===== src/rtl/ber_test_controller.sv =====
// Bit-error-ratio test controller: PRBS/user source, loopback compare, saturating bit/error counters.
// Optional error injection on tx_data is enabled with `define BER_ERR_INJ_EN.
//
// state | meaning
// IDLE  | waiting for start, tx_data = 0, LFSR holds
// WARM  | LOOP_LAT cycles filling the expected-data delay line, no compares
// RUN   | compare rx_data against delayed tx on every rx_valid cycle
// DONE  | counters frozen for readout, start re-arms
module ber_test_controller #(
  parameter int                DATA_W   = 8,
  parameter int                LFSR_W   = 16,
  parameter logic [LFSR_W-1:0] POLY     = 16'hB400,
  parameter logic [LFSR_W-1:0] SEED     = 16'hACE1,
  parameter int                LOOP_LAT = 2,
  parameter int                CNT_W    = 32,
  parameter int                ERR_W    = 16
) (
  input  logic              clock,
  input  logic              reset,
  input  logic              start,
  input  logic              stop,
  input  logic              sel,
  input  logic [DATA_W-1:0] normal_input,
  input  logic [CNT_W-1:0]  bit_target,
`ifdef BER_ERR_INJ_EN
  input  logic              inj_strobe,
  input  logic [DATA_W-1:0] inj_mask,
`endif
  output logic [DATA_W-1:0] tx_data,
  input  logic [DATA_W-1:0] rx_data,
  input  logic              rx_valid,
  output logic [DATA_W-1:0] error,
  output logic [ERR_W-1:0]  total_error,
  output logic [CNT_W-1:0]  count,
  output logic              busy,
  output logic              done,
  output logic              sat
);

  localparam int PC_W = $clog2(DATA_W + 1);
  localparam int WC_W = (LOOP_LAT > 1) ? $clog2(LOOP_LAT) : 1;

  localparam logic [1:0] S_IDLE = 2'd0;
  localparam logic [1:0] S_WARM = 2'd1;
  localparam logic [1:0] S_RUN  = 2'd2;
  localparam logic [1:0] S_DONE = 2'd3;

  logic [1:0]                     state;
  logic [LFSR_W-1:0]              lfsr;
  logic [LFSR_W-1:0]              lfsr_walk;
  logic [DATA_W-1:0]              lfsr_word;
  logic [DATA_W-1:0]              tx_word;
  logic [DATA_W-1:0]              tx_clean;
  logic [DATA_W-1:0]              inj_word;
  logic [LOOP_LAT-1:0][DATA_W-1:0] dly;
  logic [WC_W-1:0]                warm_cnt;
  logic [DATA_W-1:0]              err_word;
  logic [PC_W-1:0]                err_pop;
  logic [ERR_W:0]                 err_sum;
  logic [CNT_W:0]                 cnt_sum;
  logic [ERR_W-1:0]               err_next;
  logic [CNT_W-1:0]               cnt_next;
  logic [CNT_W-1:0]               cnt_upd;
  logic                           do_cmp;
  logic                           hit_target;

  // DATA_W serial Galois shifts per cycle, first shifted-out bit lands in bit 0
  always_comb begin
    lfsr_walk = lfsr;
    lfsr_word = '0;
    for (int i = 0; i < DATA_W; i++) begin
      lfsr_word[i] = lfsr_walk[0];
      lfsr_walk    = (lfsr_walk >> 1) ^ (lfsr_word[i] ? POLY : {LFSR_W{1'b0}});
    end
  end

  assign tx_word = sel ? lfsr_word : normal_input;

`ifdef BER_ERR_INJ_EN
  assign inj_word = (state == S_RUN && inj_strobe) ? inj_mask : '0;
`else
  assign inj_word = '0;
`endif

  always_comb begin
    err_word = rx_data ^ dly[LOOP_LAT-1];
    err_pop  = '0;
    for (int i = 0; i < DATA_W; i++)
      err_pop = err_pop + {{(PC_W-1){1'b0}}, err_word[i]};
  end

  assign do_cmp     = (state == S_RUN) && rx_valid;
  assign err_sum    = {1'b0, total_error} + (ERR_W+1)'(err_pop);
  assign cnt_sum    = {1'b0, count} + (CNT_W+1)'(DATA_W);
  assign err_next   = err_sum[ERR_W] ? {ERR_W{1'b1}} : err_sum[ERR_W-1:0];
  assign cnt_next   = cnt_sum[CNT_W] ? {CNT_W{1'b1}} : cnt_sum[CNT_W-1:0];
  assign cnt_upd    = do_cmp ? cnt_next : count;
  assign hit_target = (bit_target != '0) && (cnt_upd >= bit_target);
  assign busy       = (state == S_WARM) || (state == S_RUN);

  // Delay line carries the uncorrupted word so injected errors are visible
  always_ff @(posedge clock or negedge reset) begin
    if (!reset) begin
      dly <= '0;
    end else if (busy) begin
      for (int i = LOOP_LAT - 1; i > 0; i--)
        dly[i] <= dly[i-1];
      dly[0] <= tx_clean;
    end
  end

  always_ff @(posedge clock or negedge reset) begin
    if (!reset) begin
      state       <= S_IDLE;
      lfsr        <= SEED;
      tx_data     <= '0;
      tx_clean    <= '0;
      error       <= '0;
      total_error <= '0;
      count       <= '0;
      done        <= 1'b0;
      sat         <= 1'b0;
      warm_cnt    <= '0;
    end else begin
      done <= 1'b0;
      case (state)
        S_IDLE, S_DONE: begin
          tx_data  <= '0;
          tx_clean <= '0;
          if (start) begin
            state       <= S_WARM;
            lfsr        <= SEED;
            error       <= '0;
            total_error <= '0;
            count       <= '0;
            sat         <= 1'b0;
            warm_cnt    <= '0;
          end
        end
        S_WARM: begin
          tx_data  <= tx_word ^ inj_word;
          tx_clean <= tx_word;
          lfsr     <= lfsr_walk;
          warm_cnt <= warm_cnt + WC_W'(1);
          if (stop) begin
            state <= S_DONE;
            done  <= 1'b1;
          end else if (warm_cnt == WC_W'(LOOP_LAT - 1)) begin
            state <= S_RUN;
          end
        end
        S_RUN: begin
          tx_data  <= tx_word ^ inj_word;
          tx_clean <= tx_word;
          lfsr     <= lfsr_walk;
          if (do_cmp) begin
            error       <= err_word;
            total_error <= err_next;
            count       <= cnt_next;
            if (err_sum[ERR_W] || cnt_sum[CNT_W])
              sat <= 1'b1;
          end
          if (stop || hit_target) begin
            state <= S_DONE;
            done  <= 1'b1;
          end
        end
        default: state <= S_IDLE;
      endcase
    end
  end

endmodule


===== config.mk =====
export PLATFORM = sky130hd
export DESIGN_NAME = ber_test_controller
export DESIGN_NICKNAME = d
export VERILOG_FILES = /design/src/rtl/ber_test_controller.sv
export SDC_FILE = /design/constraint.sdc
export NUM_CORES = 1
export LEC_CHECK = 0
export ABC_AREA = 1
export CORE_ASPECT_RATIO = 2
export CORE_MARGIN = 3
export CORE_UTILIZATION = 45
export CTS_CLUSTER_DIAMETER = 80
export DETAILED_ROUTE_END_ITERATION = 10
export PLACE_DENSITY = 0.82
export SLEW_MARGIN = 20
export SYNTH_ARGS = -nofsm -noshare
export SYNTH_HDL_FRONTEND = slang
export SYNTH_SLANG_ARGS = --single-unit
export TNS_END_PERCENT = 100

===== constraint.sdc =====
create_clock -name clock -period 11.2 [get_ports clock]
set_clock_uncertainty 0.2 [all_clocks]
set_input_delay 1.12 -clock clock [delete_from_list [all_inputs] [get_ports clock]]
set_output_delay 1.12 -clock clock [all_outputs]
set_load 0.03 [all_outputs]

==> flow_summary.json, run 1 <==
{
  "grt-ovfl-total": 0,
  "die_h_um": 180,
  "yosysTopAreaCell": "dfrtp_1",
  "place_congestion": 0.914,
  "total_leakage_power_nw": 4.09,
  "cp_top_family": "adder cells",
  "grt_max_degree": 60,
  "yosys-top-cells-area": "dfrtp_1 34%, nand2_1 11%, inv_1 8.1%",
  "wl_mm": 18.7,
  "drv_cap": 0,
  "p_per_area_mw_per_mm2": 210,
  "synth_ff_type": "dfrtp_1",
  "grt_first_pass_wirelength_mm": 30.9,
  "rr_worst_depth": 10,
  "die_width_um": 93.1,
  "cp_slowest_cell": "fa_1",
  "numCtsBuffers": 9,
  "clock-sinks": 101,
  "grt_setup_unrepaired": "no",
  "path_cells": "clkdlybuf4s50_1, xnor2_1, fa_1, fa_1, fa_1, fa_1, fa_1, o21ai_2, nand4_2, nor3_2, nand2_2, nand3_1, nand3_1, nand2_1, o21ai_1",
  "hold_buffers": 0,
  "vias": 6360,
  "areaGrowthSynthToFinish_pct": 24.5,
  "syn_inst": 888,
  "yosys_warnings": 0,
  "drtPass1Iterations": 5,
  "synth_area_mm2": 0.00682,
  "io_pins": 121,
  "synth_top_area_share": 0.341,
  "worstSetupStartpointType": "input pin",
  "yosysUniqueCellTypes": 45,
  "ys_ff_latch": 101,
  "wl_per_cell_um": 15.6,
  "clk_pin_slew_worst_paths_ns": 0.08,
  "final_layout_size_suffix_gt1_frac": 0.0757,
  "syn_area_per_cell_um2": 7.68,
  "tightest_slew_ns": 0.985,
  "die_area_mm2": 0.0168,
  "clk_path_buf_depth": 2,
  "drt_iter0_markers": 318,
  "holdPathStages": 2,
  "cp-end-kind": "flop",
  "rows": 63,
  "placed_cell_area_mm2": 0.00818,
  "floorplan.initialDensity": 0.460,
  "ir_drop_v": 0.000182,
  "dp_hpwl_mm": 14.3,
  "synth_edf_count": 0,
  "finalSetupTns_ns": 0,
  "crit_cells": 15,
  "hold_viol": 0,
  "slowest_delay_ns": 0.52,
  "fin_nets": 1099,
  "critPathBufInv": 1,
  "core_mm2": 0.0148,
  "status": "complete, no violations",
  "cp_max_fo": 14,
  "cts-root-buf": "clkbuf_16",
  "fin_area_mm2": 0.00849,
  "io_buffers": 120,
  "grt_util_all_layers": 0.231,
  "clkLatencyLatePin_ns": 0.35,
  "setup-violations-final": 0,
  "cts-resized-gates": 0,
  "antenna_found_initial": 0,
  "via_per_inst": 5.30,
  "cpMostUsedCell": "fa_1",
  "cts.htree.levels": 3,
  "timing.final.crit_share": 0.493,
  "cts_setup_buffers": 0,
  "grt_pass1_vias": 6611,
  "fmax_mhz": 181,
  "crit_type": "input pin to flop",
  "worstPathArrival_ns": 5.56,
  "drtAntennaViolNets": 0,
  "maxSlewHeadroom": 0.342,
  "hp-class": "flop to flop",
  "antenna_cells": 0,
  "slew_viol_final": 0,
  "cts_tree": "yes",
  "drc": 0,
  "synth_seq_area_share": 0.372,
  "syn_nets": 988,
  "post-route-min-period_ns": 5.52,
  "whs_ns": 0.295,
  "synthArstFlopShare": 1.00,
  "cp.required_ns": 11.23
}
## registers in the layout, summed over array words and instances (netlist names)
name	count
total_error	16
warm_cnt	1
error	8
state	2
dly	16
lfsr	16
tx_clean	8
count	32
done	1
sat	1
## worst min-delay path, stage by stage, from the launching register on
cell and delay [ns]:
dfrtp_1 0.35, nand2_1 0.05, o21ai_0 0.06
## layer usage
metal  wire [um]  share of wire  GRT usage
met1        6590           0.35      0.238
met2       10000           0.54      0.420
met3         746          0.040     0.0313
met4        1340          0.071      0.153
met5           0              0          0
## metrics by stage
step | instances | power, mW | utilization | setup WS (ns)
finish | 1199 | 1.79 | 0.573 | 5.68
detailed placement | 1183 | 1.46 | 0.552 | 5.36
CTS | 1199 | 1.80 | 0.573 | 5.67
global route | 1199 | 1.92 | 0.573 | 5.39
floorplan | 888 | 1.18 | - | 6.18
global placement | 1183 | 1.43 | 0.552 | 5.42
## path summary, 6_finish.rpt
| check | from | end | slack [ns] |
|---|---|---|---|
| max | rx_data[0] | sat | 5.68 |
| min | tx_clean[2] | dly[2] | 0.29 |
| max reg2reg | state[0] | total_error[0] | 6.06 |
| min reg2reg | tx_clean[2] | dly[2] | 0.29 |
| max in group asynchronous | reset | count[24] | 9.07 |
| min in group asynchronous | reset | total_error[8] | 0.54 |
## power breakdown
part	internal [mW]	switching (mW)	leakage, nW	total [mW]
sequential	0.474	0.0861	1.33	0.560
clock	0.161	0.159	0.152	0.320
combinational	0.330	0.576	2.60	0.907
total	0.965	0.822	4.09	1.79
## cells in the final DEF, fill, tap and decap left out, types with 3 or more instances in the layout
| cell type | netlist | final |
|---|---|---|
| clkdlybuf4s50_1 | 0 | 119 |
| o21ai_1 | 18 | 18 |
| inv_1 | 148 | 148 |
| clkbuf_16 | 0 | 9 |
| nand3_2 | 8 | 8 |
| nand2_1 | 200 | 200 |
| o21a_1 | 5 | 5 |
| xor2_1 | 28 | 28 |
| nor2_2 | 7 | 7 |
| o21ai_0 | 63 | 63 |
| nor2_1 | 61 | 61 |
| a21oi_1 | 32 | 32 |
| fa_1 | 5 | 5 |
| nand2_2 | 4 | 4 |
| o22ai_1 | 13 | 13 |
| nor2_4 | 4 | 4 |
| dfstp_2 | 8 | 8 |
| clkinv_8 | 0 | 3 |
| nand3_1 | 31 | 31 |
| o211ai_1 | 5 | 5 |
| nand3b_1 | 5 | 5 |
| ha_1 | 41 | 41 |
| dfrtp_1 | 93 | 93 |
| nor3_1 | 10 | 10 |
| nand4_1 | 22 | 22 |
| xnor2_1 | 16 | 16 |
| inv_2 | 5 | 5 |
| nor4_1 | 4 | 4 |
| a21o_1 | 5 | 5 |
| nor3_2 | 4 | 4 |
| o21ai_2 | 3 | 3 |
| o22ai_2 | 5 | 5 |
## synthesized netlist by cell type, types with 16 or more instances
master / instances
ha_1: 41
xor2_1: 28
xnor2_1: 16
nand3_1: 31
o21ai_0: 63
inv_1: 148
a21oi_1: 32
nor2_1: 61
o21ai_1: 18
nand2_1: 200
dfrtp_1: 93
nand4_1: 22
## cell families (layout without fill, tap and decap cells)
family / after synthesis / count (layout) / share of synthesized area
AND/OR/NAND/NOR: 366 / 366 / 0.250
buffers and inverters: 175 / 291 / 0.0987
AO/OA/AOI/OAI: 155 / 155 / 0.132
flip-flops: 101 / 101 / 0.372
adder cells (fa/ha/maj): 46 / 46 / 0.0899
XOR/XNOR: 44 / 44 / 0.0565
multiplexers: 1 / 1 / 0.00165
## area by class of cell
cell class	instances	area, um2
Clock buffer	9	225
Clock inverter	7	88.8
Fill cell	1365	6330
Inverter	154	579
Multi-Input combinational cell	612	3610
Sequential cell	101	2540
Tap cell	195	244
Timing Repair Buffer	121	1210
Note: power is estimated with default switching activity, not from simulation.
==> run 2, diff against run 1 <==
- PLACE_DENSITY: 0.82 -> 0.85
- clock period: 11.2 -> 5.01 ns (I/O delays scaled with it)
==> flow_summary.json, run 2 (same netlist as run 1, synthesis figures left out) <==
{
  "cp.required_ns": 5.08,
  "die_area_mm2": 0.0168,
  "grt_first_pass_wirelength_mm": 30.3,
  "core_mm2": 0.0148,
  "hold_viol": 0,
  "crit_type": "input pin to flop",
  "setup-violations-final": 0,
  "cts-root-buf": "clkbuf_16",
  "antenna_cells": 0,
  "drtAntennaViolNets": 0,
  "floorplan.initialDensity": 0.460,
  "worstPathArrival_ns": 4.74,
  "hold_buffers": 1,
  "drc": 0,
  "regMostFlops": "count",
  "rows": 63,
  "final_cell_mix": "200 x nand2_1, 148 x inv_1, 119 x clkdlybuf4s50_1, 93 x dfrtp_1, 63 x o21ai_0",
  "tightest_slew_ns": 0.947,
  "total_leakage_power_nw": 4.13,
  "slew_viol_final": 0,
  "cts_tree": "yes",
  "maxSlewHeadroom": 0.366,
  "clkLatencyLatePin_ns": 0.36,
  "final_layout_size_suffix_gt1_frac": 0.0820,
  "antenna_found_initial": 0,
  "drv_cap": 0,
  "p_per_area_mw_per_mm2": 474,
  "placed_cell_area_mm2": 0.00823,
  "numCtsBuffers": 9,
  "largest_reg_flops": 32,
  "finalSetupTns_ns": 0,
  "post-route-min-period_ns": 4.67,
  "cp_max_fo": 4,
  "cts.htree.levels": 3,
  "ir_drop_v": 0.000428,
  "io_buffers": 120,
  "layout_commonest_cell": "nand2_1",
  "drt_iter0_markers": 299,
  "io_pins": 121,
  "worstSetupStartpointType": "input pin",
  "cts_setup_buffers": 0,
  "whs_ns": 0.291,
  "grt-ovfl-total": 0,
  "grt_pass1_vias": 6376,
  "fin_nets": 1107,
  "wl_mm": 18.9,
  "hp-class": "flop to flop",
  "grt_setup_unrepaired": "no",
  "grt_max_degree": 55,
  "drtPass1Iterations": 7,
  "clk_pin_slew_worst_paths_ns": 0.08,
  "die_width_um": 93.1,
  "wl_per_cell_um": 15.6,
  "cp-end-kind": "flop",
  "die_h_um": 180,
  "dp_hpwl_mm": 14.4,
  "areaGrowthSynthToFinish_pct": 25.4,
  "vias": 6344,
  "fin_area_mm2": 0.00855,
  "fmax_mhz": 214,
  "clk_path_buf_depth": 2,
  "place_congestion": 0.926,
  "via_per_inst": 5.26,
  "timing.final.crit_share": 0.932,
  "grt_util_all_layers": 0.226,
  "clock-sinks": 101,
  "status": "complete, no violations",
  "cts-resized-gates": 0
}
==> run 2: cell types whose count changed in the layout (fill, tap and decap cells not counted), sizes merged <==
cell	previous run	this run
buf	2	9
clkinv	5	4
dlygate4sd3	0	1
inv	156	157
==> run 2: worst max-delay path, cell delays in order <==
cell and delay (ns):
clkdlybuf4s50_1 0.42, xnor2_1 0.24, fa_1 0.49, fa_1 0.53, fa_1 0.52, fa_1 0.48
fa_1 0.44, o21ai_2 0.19, nand4_2 0.17, nor3_2 0.22, buf_4 0.17, nand3_1 0.09
nand2_1 0.08, nand2_1 0.04, o21ai_1 0.16
==> run 2: path summary, 6_finish.rpt <==
kind / startpoint / end / slack, ns / depth (start not counted)
worst max-delay path: rx_data[0] / total_error[14] / 0.34 / 15
worst min-delay path: tx_clean[7] / dly[7] / 0.29 / 2
worst max register to register: dly[8] / total_error[14] / 0.48 / 14
worst min register to register: tx_clean[7] / dly[7] / 0.29 / 2
max in group asynchronous: reset / count[24] / 3.01 / 3
min in group asynchronous: reset / total_error[13] / 0.51 / 2
==> run 2: final cells by class <==
type / instances / area (um2)
clock buffers: 9 / 225
clock inverters: 7 / 86.3
fillers: 1372 / 6270
inverters: 154 / 579
multi-input cells: 612 / 3610
flip-flops and latches: 101 / 2540
well taps: 195 / 244
repair buffers: 129 / 1270
==> run 2: metal layers <==
metal  GRT usage  routed length [um]  vias up
met5           0                   0        -
met4       0.128                1030        0
met3      0.0297                 703       56
met2       0.416               10200      192
met1       0.241                6910     2995
li1            -                   -     3101
==> run 2: per-stage QoR <==
step	power (mW)	util	instances	worst slack (ns)
2_1_floorplan	2.64	-	888	0.609
3_3_place_gp	3.22	0.555	1190	0.143
3_5_place_dp	3.31	0.555	1190	0.0302
4_1_cts	4.05	0.577	1207	0.362
5_1_grt	4.31	0.577	1207	0.105
6_report	4.05	0.577	1207	0.340
==> run 2: where the power goes <==
part | internal [mW] | switching (mW)
logic | 0.767 | 1.30
registers | 1.06 | 0.196
clock network | 0.361 | 0.367
